File: config.mk
export PLATFORM = sky130hd
export DESIGN_NAME = pitch_tracker_flat
export DESIGN_NICKNAME = d
export VERILOG_FILES = /design/src/rtl/pitch_tracker_if.sv /design/src/rtl/pitch_tracker.sv /design/src/flat_wrapper.sv
export SDC_FILE = /design/constraint.sdc
export NUM_CORES = 1
export LEC_CHECK = 0
export BUFFER_PORTS_ARGS = -buffer_cell sky130_fd_sc_hd__buf_2
export CAP_MARGIN = 0
export CORE_AREA = 2 2 138 86
export DETAILED_ROUTE_END_ITERATION = 8
export DIE_AREA = 0 0 140 88
export PLACE_DENSITY = 0.84
export SETUP_SLACK_MARGIN = 0.15
export SLEW_MARGIN = 20
export SYNTH_ARGS = -nofsm -noshare
export SYNTH_HDL_FRONTEND = slang
export SYNTH_SLANG_ARGS = --single-unit
File: constraint.sdc
create_clock -name clk_in -period 11.6 [get_ports clk_in]
set_input_delay 2.32 -clock clk_in [delete_from_list [all_inputs] [get_ports clk_in]]
set_output_delay 2.32 -clock clk_in [all_outputs]
set_load 0.005 [all_outputs]
File: src/rtl/pitch_tracker_if.sv
// Sample stream into a pitch tracker and the phase-increment result coming back out.
interface pitch_tracker_if #(
    parameter int unsigned SAMPLE_WIDTH = 11,
    parameter int unsigned PERIOD_WIDTH = 16
);
    logic [SAMPLE_WIDTH-1:0] audio_in;
    logic                    audio_valid_in;
    logic [31:0]             phase_incr_out;
    logic [PERIOD_WIDTH-1:0] period_out;
    logic                    phase_incr_valid_out;
    logic                    busy_out;

    modport master (
        output audio_in,
        output audio_valid_in,
        input  phase_incr_out,
        input  period_out,
        input  phase_incr_valid_out,
        input  busy_out
    );

    modport slave (
        input  audio_in,
        input  audio_valid_in,
        output phase_incr_out,
        output period_out,
        output phase_incr_valid_out,
        output busy_out
    );
endinterface

File: src/rtl/pitch_tracker.sv
// Rising zero-crossing period tracker with hysteresis; converts the period into a
// synthesizer phase increment floor(2^32/period) using a 33-step restoring divider.
module pitch_tracker #(
    parameter int unsigned SAMPLE_WIDTH = 11,
    parameter int unsigned HYST         = 16,
    parameter int unsigned MIN_PERIOD   = 8,
    parameter int unsigned PERIOD_WIDTH = 16
) (
    input  logic           clk_in,
    input  logic           rst_in,
    pitch_tracker_if.slave bus
);
    localparam int unsigned SW1 = SAMPLE_WIDTH + 1;
    localparam int unsigned PW  = PERIOD_WIDTH;
    localparam int unsigned PW1 = PERIOD_WIDTH + 1;
    localparam int unsigned QW  = 33;
    localparam int unsigned IW  = 6;

    localparam logic [IW-1:0]         LAST_ITER = IW'(QW - 1);
    localparam logic signed [SW1-1:0] HYST_POS  = SW1'(HYST);
    localparam logic signed [SW1-1:0] HYST_NEG  = -HYST_POS;
    localparam logic [PW1-1:0]        MIN_P     = PW1'(MIN_PERIOD);
    localparam logic [QW-1:0]         DIVIDEND  = {1'b1, 32'd0};

    typedef enum logic [1:0] {
        S_IDLE = 2'd0,
        S_DIV  = 2'd1,
        S_DONE = 2'd2
    } state_t;

    state_t state, state_nxt;

    logic          armed, armed_nxt;
    logic          have_ref, have_ref_nxt;
    logic [PW-1:0] cnt, cnt_nxt;

    logic [QW-1:0] quo, quo_nxt;
    logic [PW-1:0] rem, rem_nxt;
    logic [PW-1:0] divisor, divisor_nxt;
    logic [IW-1:0] iter, iter_nxt;

    logic [31:0]   phase_q, phase_nxt;
    logic [PW-1:0] period_q, period_nxt;
    logic          valid_q, valid_nxt;
    logic          busy_q, busy_nxt;

    logic signed [SW1-1:0] audio_s;
    logic                  crossing;
    logic                  cnt_sat;
    logic [PW1-1:0]        period_ext;
    logic                  start;
    logic [PW1-1:0]        rem_sh;
    logic [PW-1:0]         rem_sub;

    assign audio_s    = $signed({bus.audio_in[SAMPLE_WIDTH-1], bus.audio_in});
    assign crossing   = bus.audio_valid_in && armed && (audio_s >= HYST_POS);
    assign cnt_sat    = &cnt;
    assign period_ext = PW1'(cnt) + PW1'(1);
    // A DONE cycle is already free: the next division may load on the same edge.
    assign start      = crossing && have_ref && !cnt_sat && (period_ext >= MIN_P)
                        && (state != S_DIV);

    assign rem_sh  = {rem, quo[QW-1]};
    assign rem_sub = PW'(rem_sh - {1'b0, divisor});

    // Hysteresis arming and the saturating sample counter
    always_comb begin
        armed_nxt    = armed;
        have_ref_nxt = have_ref;
        cnt_nxt      = cnt;
        if (bus.audio_valid_in) begin
            if (crossing) begin
                armed_nxt    = 1'b0;
                have_ref_nxt = 1'b1;
                cnt_nxt      = '0;
            end else begin
                if (audio_s < HYST_NEG) armed_nxt = 1'b1;
                if (!cnt_sat) cnt_nxt = cnt + PW'(1);
            end
        end
    end

    // Divider FSM next-state and datapath
    always_comb begin
        state_nxt   = state;
        quo_nxt     = quo;
        rem_nxt     = rem;
        divisor_nxt = divisor;
        iter_nxt    = iter;
        phase_nxt   = phase_q;
        period_nxt  = period_q;
        valid_nxt   = 1'b0;
        busy_nxt    = (state == S_DIV);

        case (state)
            S_IDLE: ;
            S_DIV: begin
                if (rem_sh >= {1'b0, divisor}) begin
                    rem_nxt = rem_sub;
                    quo_nxt = {quo[QW-2:0], 1'b1};
                end else begin
                    rem_nxt = rem_sh[PW-1:0];
                    quo_nxt = {quo[QW-2:0], 1'b0};
                end
                iter_nxt = iter + IW'(1);
                if (iter == LAST_ITER) state_nxt = S_DONE;
            end
            S_DONE: begin
                phase_nxt  = quo[31:0];
                period_nxt = divisor;
                valid_nxt  = 1'b1;
                state_nxt  = S_IDLE;
            end
            default: state_nxt = S_IDLE;
        endcase

        if (start) begin
            state_nxt   = S_DIV;
            quo_nxt     = DIVIDEND;
            rem_nxt     = '0;
            divisor_nxt = period_ext[PW-1:0];
            iter_nxt    = '0;
        end
    end

    always_ff @(posedge clk_in or posedge rst_in) begin
        if (rst_in) begin
            state    <= S_IDLE;
            armed    <= 1'b0;
            have_ref <= 1'b0;
            cnt      <= '0;
            quo      <= '0;
            rem      <= '0;
            divisor  <= '0;
            iter     <= '0;
            phase_q  <= '0;
            period_q <= '0;
            valid_q  <= 1'b0;
            busy_q   <= 1'b0;
        end else begin
            state    <= state_nxt;
            armed    <= armed_nxt;
            have_ref <= have_ref_nxt;
            cnt      <= cnt_nxt;
            quo      <= quo_nxt;
            rem      <= rem_nxt;
            divisor  <= divisor_nxt;
            iter     <= iter_nxt;
            phase_q  <= phase_nxt;
            period_q <= period_nxt;
            valid_q  <= valid_nxt;
            busy_q   <= busy_nxt;
        end
    end

    assign bus.phase_incr_out       = phase_q;
    assign bus.period_out           = period_q;
    assign bus.phase_incr_valid_out = valid_q;
    assign bus.busy_out             = busy_q;
endmodule

File: src/flat_wrapper.sv
// flat-port wrapper written by rule: the top's interface ports become plain ports
module pitch_tracker_flat 
#(
    parameter int unsigned SAMPLE_WIDTH = 11,
    parameter int unsigned HYST         = 16,
    parameter int unsigned MIN_PERIOD   = 8,
    parameter int unsigned PERIOD_WIDTH = 16
)
  (clk_in, rst_in, bus_audio_in, bus_audio_valid_in, bus_phase_incr_out, bus_period_out, bus_phase_incr_valid_out, bus_busy_out);
  pitch_tracker_if #(.SAMPLE_WIDTH(SAMPLE_WIDTH), .PERIOD_WIDTH(PERIOD_WIDTH)) bus_i ();
  input  logic clk_in;
  input  logic rst_in;
  input wire logic [$bits(bus_i.audio_in)-1:0] bus_audio_in;
  input wire logic [$bits(bus_i.audio_valid_in)-1:0] bus_audio_valid_in;
  output wire logic [$bits(bus_i.phase_incr_out)-1:0] bus_phase_incr_out;
  output wire logic [$bits(bus_i.period_out)-1:0] bus_period_out;
  output wire logic [$bits(bus_i.phase_incr_valid_out)-1:0] bus_phase_incr_valid_out;
  output wire logic [$bits(bus_i.busy_out)-1:0] bus_busy_out;
  assign bus_i.audio_in = bus_audio_in;
  assign bus_i.audio_valid_in = bus_audio_valid_in;
  assign bus_phase_incr_out = bus_i.phase_incr_out;
  assign bus_period_out = bus_i.period_out;
  assign bus_phase_incr_valid_out = bus_i.phase_incr_valid_out;
  assign bus_busy_out = bus_i.busy_out;
  pitch_tracker #(.SAMPLE_WIDTH(SAMPLE_WIDTH), .HYST(HYST), .MIN_PERIOD(MIN_PERIOD), .PERIOD_WIDTH(PERIOD_WIDTH)) u_core (.clk_in(clk_in), .rst_in(rst_in), .bus(bus_i));
endmodule
# Word-level counts from Yosys, hierarchy flattened
# Cells that the tools add are included.
# totals
ff_bits,141
inputBits,14
elab_cells,58
# op_classes
add_sub_neg,4
n_mux,16
magnitude_cmp,4
n_eq_ne,7
reduce_logical,15
# ops
op,count
$mux W16,5
$mux W33,2
$add A16 B1 Y17 const B,1
$ge A17 B16 Y1,1
$ge A17 B4 Y1 const B,1
$add A16 B1 Y16 const B,1
$reduce_and A16 Y1,1
$sub A16 B16 Y16,1
$mux W6,2
$ge A11 B6 Y1 const B,1
$lt A11 B5 Y1 const B,1
$reduce_and A2 Y1,4
$add A6 B1 Y6 const B,1
$eq A6 B6 Y1 const B,1
$logic_and A1 B1 Y1,6
$ne A2 B1 Y1 const B,3
$mux W1,4
$mux W2,2
$pmux W2 S2,1
$reduce_bool A2 Y1,2
$ne A3 B3 Y1 const B,1
$eq A2 B1 Y1 const B,1
$eq A2 B2 Y1 const B,1
$logic_not A2 Y1,1
$logic_not A1 Y1,1

# Logic depth before layout (Yosys ltp)
# Gate-level depths: netlist (run 1).
# logic_depth
word_depth,8
depth_mapped,12

# Worst setup path after synthesis (run 1)
# OpenSTA, ideal clock, no wires.
# synth_timing
kind,input -> register
from,input bus_audio_in[4]
to,register u_core.divisor[1]
arrival_time_ns,3.896
cell_stages,9
required_time_ns,11.475
path_slack_ns,7.579
cell_sequence,nor4_1 > nand2_1 > and4b_1 > clkbuf_1 > o311ai_1 > a31oi_4 > and2_4 > buf_6 > mux2_4
# synth_via
elab_chain_cells,6
# synth_rtl
element,line,rtl
start: declaration,flat_wrapper.sv:13,input wire logic [$bits(bus_i.audio_in)-1:0] bus_audio_in;
$ge A11 B6 Y1,pitch_tracker.sv:56,assign crossing = bus.audio_valid_in && armed && (audio_s >= HYST_POS);
$logic_and A1 B1 Y1,pitch_tracker.sv:56,
$logic_and A1 B1 Y1 (3 in series),pitch_tracker.sv:60,assign start = crossing && have_ref && !cnt_sat && (period_ext >= MIN_P)
$logic_and A1 B1 Y1,pitch_tracker.sv:61,&& (state != S_DIV);
end signal: assignment,pitch_tracker.sv:147,divisor <= divisor_nxt;
end: declaration,pitch_tracker.sv:39,"logic [PW-1:0] divisor, divisor_nxt;"
# No other way between the ends.
# A chain may end at the register's enable or synchronous reset.

# Worst setup path after layout (run 1)
# layout_timing
from,input bus_audio_in[9]
to,register u_core.rem[1]
# layout_via
elab_chain_cells,7
# layout_rtl
element,line,rtl
$ge A11 B6 Y1 *,pitch_tracker.sv:56,
$logic_and A1 B1 Y1 *,pitch_tracker.sv:56,
$logic_and A1 B1 Y1 * (3 in series),pitch_tracker.sv:60,
$logic_and A1 B1 Y1 *,pitch_tracker.sv:61,
$mux W16 or $reduce_bool A2 Y1 (tied branches),-,
end signal: assignment,pitch_tracker.sv:146,rem <= rem_nxt;
end: declaration,pitch_tracker.sv:38,"logic [PW-1:0] rem, rem_nxt;"
# Mark *: on every way between the ends. The rest lies on a longest branch, timed or not.

==> impl_metrics.json, run 1 <==
{
  "worstPathMaxFanout": 29,
  "start_util": 0.629,
  "num_rows": 30,
  "power_density_nw_per_um2": 283,
  "die_h_um": 88,
  "placed_cells": 802,
  "synth_nets": 670,
  "leakage_uw": 0.00381,
  "dp.final_hpwl_mm": 9.98,
  "die_w_um": 140,
  "most-common-layout-cells": "141 x dfrtp_1, 59 x buf_2, 46 x nand2_1, 38 x a22o_1, 36 x o21ai_0",
  "cp_data_required_time_ns": 11.91,
  "cp.arrival_ns": 5.02,
  "syn_inst": 636,
  "fin_cells": 833,
  "clkLatencyLatePin_ns": 0.43,
  "final_common_cell": "dfrtp_1",
  "critPathKind": "input pin to register",
  "maxSlewHeadroom": 0.314,
  "cts_root_buf": "clkbuf_16",
  "ys_types": 56,
  "drt-pass1-iter-count": 7,
  "violations": "DRC",
  "vias": 5130,
  "avgSynthCellArea_um2": 10.9,
  "fin_worst_skew_ns": 0.00882,
  "drc": 3,
  "yosysTopAreaCell": "dfrtp_1",
  "cts_hold_buf": 0,
  "path_cells": "buf_2 > nor4_1 > nand2_1 > and4b_1 > o311ai_1 > a31oi_4 > nor2_4 > buf_4 > a22o_1",
  "cp_slowest_cell": "and4b_1",
  "grt.overflow.total": 0,
  "tritoncts": "built",
  "whs_ns": 0.474,
  "vdd_ir_drop_max_mv": 0.180,
  "hp-class": "register to register",
  "design.die.area_um2": 12300,
  "io_pins": 64,
  "post_cts_buffers": 0,
  "clockBufferDepth": 2,
  "htree_levels": 4,
  "setup_viol": 0,
  "drive_above_1_share": 0.222,
  "netlist_area_um2": 6960,
  "cts.sinks": 141,
  "path_buf_inv": 2,
  "grt_pass1_vias": 5008,
  "maxCapViolations": 0,
  "port_buffers": 59,
  "cpLargestDelayFamily": "compound AO/OA/AOI/OAI gates",
  "antenna_found_initial": 0,
  "ant_nets": 0,
  "gp_congestion": 0.886,
  "synth-edff-count": 0,
  "fin_crit_ns": 4.70,
  "core_area_um2": 11100,
  "max_stage_delay_ns": 0.63,
  "vias_per_cell": 6.16,
  "routed_wl_mm": 15.3,
  "grt_max_degree": 89,
  "diodes": 0,
  "track_usage": 0.263,
  "finalSetupTns_ns": 0,
  "cts_buffers": 17,
  "synth_top_flop_cell": "dfrtp_1",
  "synth-async-reset-ratio": 1.00,
  "synth_top_area_share": 0.507,
  "cp-start-kind": "input pin",
  "clk_pin_slew_ns": 0.06,
  "ff_latch_area_um2": 3530,
  "tightest_slew_ns": 1.03,
  "area_delta_synth_final_pct": 12.7,
  "nFillCells": 765,
  "ys_seq_area_frac": 0.507,
  "final.period_utilization": 0.405,
  "yosys_warnings": 0,
  "ys_ff_latch": 141,
  "final_nets": 711,
  "grt_pass1_wl_mm": 25.3,
  "multiInputGateArea_um2": 3100,
  "rsz0062_at_grt": "no",
  "post_cts_resized": 0,
  "yosys-top-cells-area": "dfrtp_1 51%, mux2_2 5.5%, a22o_1 4.8%",
  "crit_path_end_kind": "register",
  "post_drt_wl_per_cell_um": 18.3,
  "clock.fmax_mhz": 213,
  "status": "finished with violations",
  "drt_iter0_markers": 471,
  "report.final.slew_viol_count": 0,
  "hold_viol": 0
}
==> sequential cells by signal, indices dropped and copies added (netlist names) <==
name / cells
u_core.state: 2
u_core.have_ref: 1
u_core.armed: 1
u_core.quo: 33
u_core.iter: 6
u_core.cnt: 16
u_core.bus.busy_out: 1
u_core.bus.phase_incr_valid_out: 1
u_core.divisor: 16
u_core.bus.period_out: 16
u_core.rem: 16
u_core.bus.phase_incr_out: 32
==> area by class of cell <==
type	count	share of cell area
multi-input cells	425	0.394
flip-flops and latches	141	0.450
inverters	29	0.0145
clock inverters	13	0.0207
well taps	144	0.0230
repair buffers	63	0.0419
clock buffers	18	0.0560
==> final timing paths <==
check,cells after the start,to,from,slack (ns)
min,1,u_core.have_ref,u_core.have_ref,0.47
max,9,u_core.rem[1],bus_audio_in[9],6.90
max reg2reg,9,u_core.rem[1],u_core.cnt[0],8.10
max in group asynchronous,3,u_core.rem[4],rst_in,8.54
min in group asynchronous,2,u_core.bus.period_out[6],rst_in,1.93
min reg2reg,1,u_core.have_ref,u_core.have_ref,0.47
==> per-stage QoR <==
stage          area (um2)  setup slack [ns]  utilization  total power [uW]
2_1_floorplan        6960              5.50            -              1440
3_3_place_gp         7240              6.60        0.654              1570
3_5_place_dp         7240              6.55        0.654              1630
4_1_cts              7850              6.98        0.708              2210
5_1_grt              7850              6.75        0.709              2350
6_report             7850              6.90        0.709              2220
==> worst reg2reg max path, cell delays in order (launching register included) <==
cell,delay [ns]
dfrtp_1,0.44
ha_1,0.39
nand2_1,0.16
nor4_2,0.56
o211ai_1,0.20
o31ai_2,0.13
a31oi_4,0.34
nor2_4,0.57
buf_4,0.43
a22o_1,0.23
==> cells in the mapped netlist (all sizes together) (4+ instances only) <==
cell type	n
a211oi	4
a21o	5
a21oi	39
a22o	38
and3	8
buf	25
clkbuf	16
dfrtp	141
ha	19
inv	28
mux2	35
mux2i	19
nand2	46
nand2b	11
nand3	17
nand4	7
nor2	35
nor3	12
nor4	6
o21ai	36
o2bb2ai	12
xnor2	20
xor2	20
==> where the power goes <==
group / switching, uW / internal [uW]
clock network: 216 / 343
registers: 114 / 623
logic: 531 / 392
==> cells by family after synthesis <==
group / Yosys count / synth area share
adders and majority gates: 20 / 0.0370
DFF: 141 / 0.507
buffers and inverters: 70 / 0.0489
xor gates and xnor gates: 40 / 0.0503
and+or+nand+nor: 155 / 0.111
muxes: 54 / 0.0845
AOI/OAI and AO/OA: 156 / 0.161
==> metal layers <==
layer / track usage / share of wire / vias up
met3: 0.0525 / 0.055 / 33
met1: 0.371 / 0.47 / 2568
met2: 0.406 / 0.45 / 183
met4: 0.107 / 0.022 / 0
met5: 0 / 0 / -
li1: - / - / 2346
(Power assumes the default switching activity.)
==> run 2: changes to the inputs <==
CORE_AREA = 2 2 143 89   (was 2 2 138 86)
DIE_AREA = 0 0 145 91   (was 0 0 140 88)
PLACE_DENSITY = 0.79   (was 0.84)
clock period = 4.8 ns   (was 11.6 ns; I/O delays follow)
==> impl_metrics.json, run 2 (synthesis results as in run 1) <==
{
  "tightest_slew_ns": 1.03,
  "hold_viol": 0,
  "drive_above_1_share": 0.225,
  "grt_max_degree": 95,
  "grt_pass1_vias": 4881,
  "met2_length_mm": 6.64,
  "clkLatencyLatePin_ns": 0.43,
  "post_cts_resized": 0,
  "holdPathStages": 2,
  "maxSlewHeadroom": 0.315,
  "vias": 5027,
  "dp.final_hpwl_mm": 9.78,
  "most-common-layout-cells": "141 x dfrtp_1, 59 x buf_2, 46 x nand2_1, 38 x a22o_1, 36 x o21ai_0",
  "cp-start-kind": "register",
  "cp.arrival_ns": 3.50,
  "cts_root_buf": "clkbuf_16",
  "finalSetupTns_ns": 0,
  "grt.overflow.total": 0,
  "track_usage": 0.237,
  "post_cts_buffers": 0,
  "fin_worst_skew_ns": 0.00659,
  "io_pins": 64,
  "met3RoutedLength_mm": 1.08,
  "cp_data_required_time_ns": 5.11,
  "worstPathMaxFanout": 18,
  "maxCapViolations": 0,
  "final_common_cell": "dfrtp_1",
  "report.final.slew_viol_count": 0,
  "power_density_nw_per_um2": 668,
  "setup_viol": 0,
  "tritoncts": "built",
  "gp_congestion": 0.883,
  "port_buffers": 59,
  "drt-pass1-iter-count": 5,
  "vdd_ir_drop_max_mv": 0.393,
  "antenna_found_initial": 0,
  "path_cells": "inv_1 > ha_1 > nor2b_1 > o31a_1 > o21ai_0 > a31oi_1 > a211o_1 > o21ai_0 > a22o_1",
  "die_w_um": 145,
  "cts.sinks": 141,
  "path_common_cell": "o21ai_0",
  "status": "finished, final reports clean",
  "r2r_setup_slack_ns": 1.61,
  "htree_levels": 4,
  "reg2reg_from": "u_core.divisor[1]",
  "num_rows": 31,
  "drt_iter0_markers": 263,
  "vias_per_cell": 5.87,
  "grt_pass1_wl_mm": 24.9,
  "final_nets": 713,
  "drc": 0,
  "min_to": "u_core.bus.period_out[12]",
  "fin_crit_ns": 3.19,
  "start_util": 0.588,
  "ant_nets": 0,
  "highest_layer": "met4",
  "area_delta_synth_final_pct": 13.7,
  "core_area_um2": 11800,
  "max_stage_delay_ns": 0.80,
  "diodes": 0,
  "clk_pin_slew_ns": 0.06,
  "final_core_util": 0.669,
  "crit_path_end_kind": "register",
  "die_h_um": 91,
  "rr_worst_depth": 9,
  "largest_reg_flops": 33,
  "post_drt_wl_per_cell_um": 17.0,
  "clockBufferDepth": 2,
  "routed_wl_mm": 14.6,
  "hp-class": "register to register",
  "cts_hold_buf": 0,
  "rsz0062_at_grt": "no",
  "cp_slowest_cell": "a211o_1",
  "cts_buffers": 17,
  "regMostFlops": "u_core.quo",
  "leakage_uw": 0.00383,
  "wl_met1_mm": 6.67,
  "clock.fmax_mhz": 313,
  "critPathKind": "register to register",
  "final.period_utilization": 0.665,
  "design.die.area_um2": 13200,
  "rr_endpoint": "u_core.rem[14]",
  "hp-start": "u_core.bus.period_out[12]"
}
==> run 2: cell type report <==
cell class | count | area [um2]
fill | 923 | 3920
sequential | 141 | 3530
multi-input combinational | 425 | 3100
clock buffer | 17 | 425
timing repair buffer | 65 | 378
tap | 165 | 206
clock inverter | 15 | 168
inverter | 29 | 113
==> run 2: metal layers <==
metal  up-vias  global-route usage
met5         -                   0
met4         0              0.0726
met3        22              0.0623
met2       181               0.354
met1      2464               0.342
li1       2360                   -
==> run 2: stage by stage <==
stage                     instances  area (um2)  total power [uW]  hold WS (ns)  setup WS (ns)
after floorplan                 636        6970              3470         0.439           2.08
after global placement          824        7300              3810         0.457           1.49
after detailed placement        824        7300              3930         0.460           1.44
after CTS                       856        7890              5290         0.479           1.65
after global routing            857        7910              5660         0.508           1.38
final                           857        7910              5280         0.474           1.61
==> run 2: report_power, final <==
group / total [uW] / internal (uW) / leakage, uW / switching (uW)
combinational: 2200 / 957 / 0.00168 / 1240
sequential: 1770 / 1510 / 0.00186 / 261
clock: 1320 / 741 / 0.000286 / 577
total: 5280 / 3200 / 0.00383 / 2080
==> run 2: critical path: cells and delay by family, from the launching register on <==
kind,cells,cell delay [ns]
compound gates,6,2.06
fa+ha+maj,1,0.31
buf+inv,1,0.11
flops,1,0.41
simple gates,1,0.18
==> run 2: worst max path at each step <==
stage / slack (ns) / end / start / cells after the start
6_report: 1.61 / u_core.rem[14] / u_core.divisor[1] / 9
5_1_grt: 1.38 / u_core.rem[14] / u_core.divisor[1] / 9
4_1_cts: 1.65 / u_core.rem[14] / u_core.divisor[1] / 9
3_5_place_dp: 1.44 / u_core.iter[0] / bus_audio_in[5] / 9
3_3_place_gp: 1.49 / u_core.iter[0] / bus_audio_in[5] / 9
2_1_floorplan: 2.08 / u_core.armed / rst_in / 1
==> run 3: changes to the inputs <==
clock period = 3.19 ns   (was 4.8 ns; I/O delays follow)
==> impl_metrics.json, run 3 (synthesis results as in run 1) <==
{
  "clock.fmax_mhz": 354,
  "r2r_setup_slack_ns": 0.36,
  "hold_viol": 0,
  "cp_data_required_time_ns": 3.55,
  "fin_worst_skew_ns": 0.00946,
  "setup_slack_ns": 0.364,
  "start_util": 0.588,
  "die_w_um": 145,
  "nFillCells": 914,
  "fin_crit_ns": 2.83,
  "regMostFlops": "u_core.quo",
  "cts.sinks": 141,
  "port_buffers": 59,
  "critPathKind": "register to register",
  "die_h_um": 91,
  "clockBufferDepth": 2,
  "cts_buffers": 17,
  "cts_root_buf": "clkbuf_16",
  "vdd_ir_drop_max_mv": 0.519,
  "final_nets": 717,
  "report.final.slew_viol_count": 0,
  "setup_viol": 0,
  "rsz0062_at_grt": "no",
  "num_rows": 31,
  "worstPathMaxFanout": 30,
  "pre_cts_ws_ns": 0.383,
  "io_pins": 64,
  "rr_worst_depth": 9,
  "most-common-layout-cells": "141 x dfrtp_1, 59 x buf_2, 46 x nand2_1, 38 x a22o_1, 36 x o21ai_0",
  "ant_nets": 0,
  "post_drt_wl_per_cell_um": 17.4,
  "core_area_um2": 11800,
  "routed_wl_mm": 15.0,
  "grt_pass1_wl_mm": 25.5,
  "antenna_found_initial": 0,
  "drive_above_1_share": 0.231,
  "vias_per_cell": 5.93,
  "final.period_utilization": 0.886,
  "fin_area_um2": 7930,
  "drc": 0,
  "gp_congestion": 0.858,
  "multiInputGateArea_um2": 3100,
  "drt_iter0_markers": 477,
  "dpl_cell_area_um2": 7340,
  "tightest_slew_ns": 0.795,
  "maxSlewHeadroom": 0.470,
  "area_delta_synth_final_pct": 13.9,
  "design.die.area_um2": 13200,
  "hp-class": "input pin to asynchronous set/reset pin",
  "post_cts_resized": 0,
  "largest_reg_flops": 33,
  "vias": 5110,
  "whs_ns": 0.342,
  "cp.arrival_ns": 3.18,
  "grt_max_degree": 142,
  "htree_levels": 4,
  "crit_path_end_kind": "register",
  "status": "finished, final reports clean",
  "power_density_nw_per_um2": 1020,
  "tritoncts": "built",
  "placed_cells": 829,
  "cp-start-kind": "register",
  "drt-pass1-iter-count": 5,
  "maxCapViolations": 0,
  "rr_endpoint": "u_core.rem[1]",
  "dp.final_hpwl_mm": 9.96,
  "clk_pin_slew_ns": 0.07,
  "leakage_uw": 0.00384,
  "diodes": 0,
  "clkLatencyLatePin_ns": 0.43,
  "fin_cells": 861,
  "ff_latch_area_um2": 3530,
  "final_common_cell": "dfrtp_1",
  "cts_hold_buf": 0,
  "reg2reg_from": "u_core.cnt[0]",
  "grt_pass1_vias": 5081,
  "finalSetupTns_ns": 0,
  "track_usage": 0.243,
  "post_cts_buffers": 0,
  "grt.overflow.total": 0
}
[run 3: how the worst max path moves through the flow]
stage / startpoint / end / cells past startpoint
global route: u_core.cnt[0] / u_core.rem[1] / 9
finish: u_core.cnt[0] / u_core.rem[1] / 9
global placement: u_core.divisor[1] / u_core.rem[10] / 10
floorplan: u_core.cnt[0] / u_core.divisor[1] / 11
CTS: u_core.divisor[2] / u_core.rem[7] / 10
detailed placement: u_core.divisor[1] / u_core.rem[12] / 10
[run 3: report_power, final]
part,switching [uW],internal [uW],total [uW]
logic,1930,1480,3410
registers,407,2270,2670
clock network,849,1120,1970
total,3180,4870,8050
[run 3: layer usage]
layer,GRT usage,part of all wire,wire length [um],vias to the layer above
li1,-,-,-,2371
met1,0.346,0.47,7100,2536
met2,0.373,0.45,6810,180
met3,0.0538,0.058,871,23
met4,0.0825,0.016,240,0
met5,0,0,0,-
[run 3: critical path, stage by stage (launching register included)]
cell	delay, ns
dfrtp_1	0.44
ha_1	0.34
and3_1	0.25
nor4b_1	0.35
mux2i_1	0.17
a211oi_2	0.29
a31oi_4	0.19
nor2_4	0.15
buf_4	0.35
a22o_1	0.23
[run 3: final cells by class]
cell class	count	area share
Tap cell	165	0.0260
Timing Repair Buffer	69	0.0499
Sequential cell	141	0.445
Clock inverter	14	0.0186
Clock buffer	18	0.0554
Inverter	29	0.0142
Multi-Input combinational cell	425	0.391
[run 3: per-stage QoR]
step,power [uW],util
global placement,5790,0.620
floorplan,5230,-
detailed placement,5990,0.620
CTS,8020,0.670
finish,8050,0.670
global route,8590,0.670
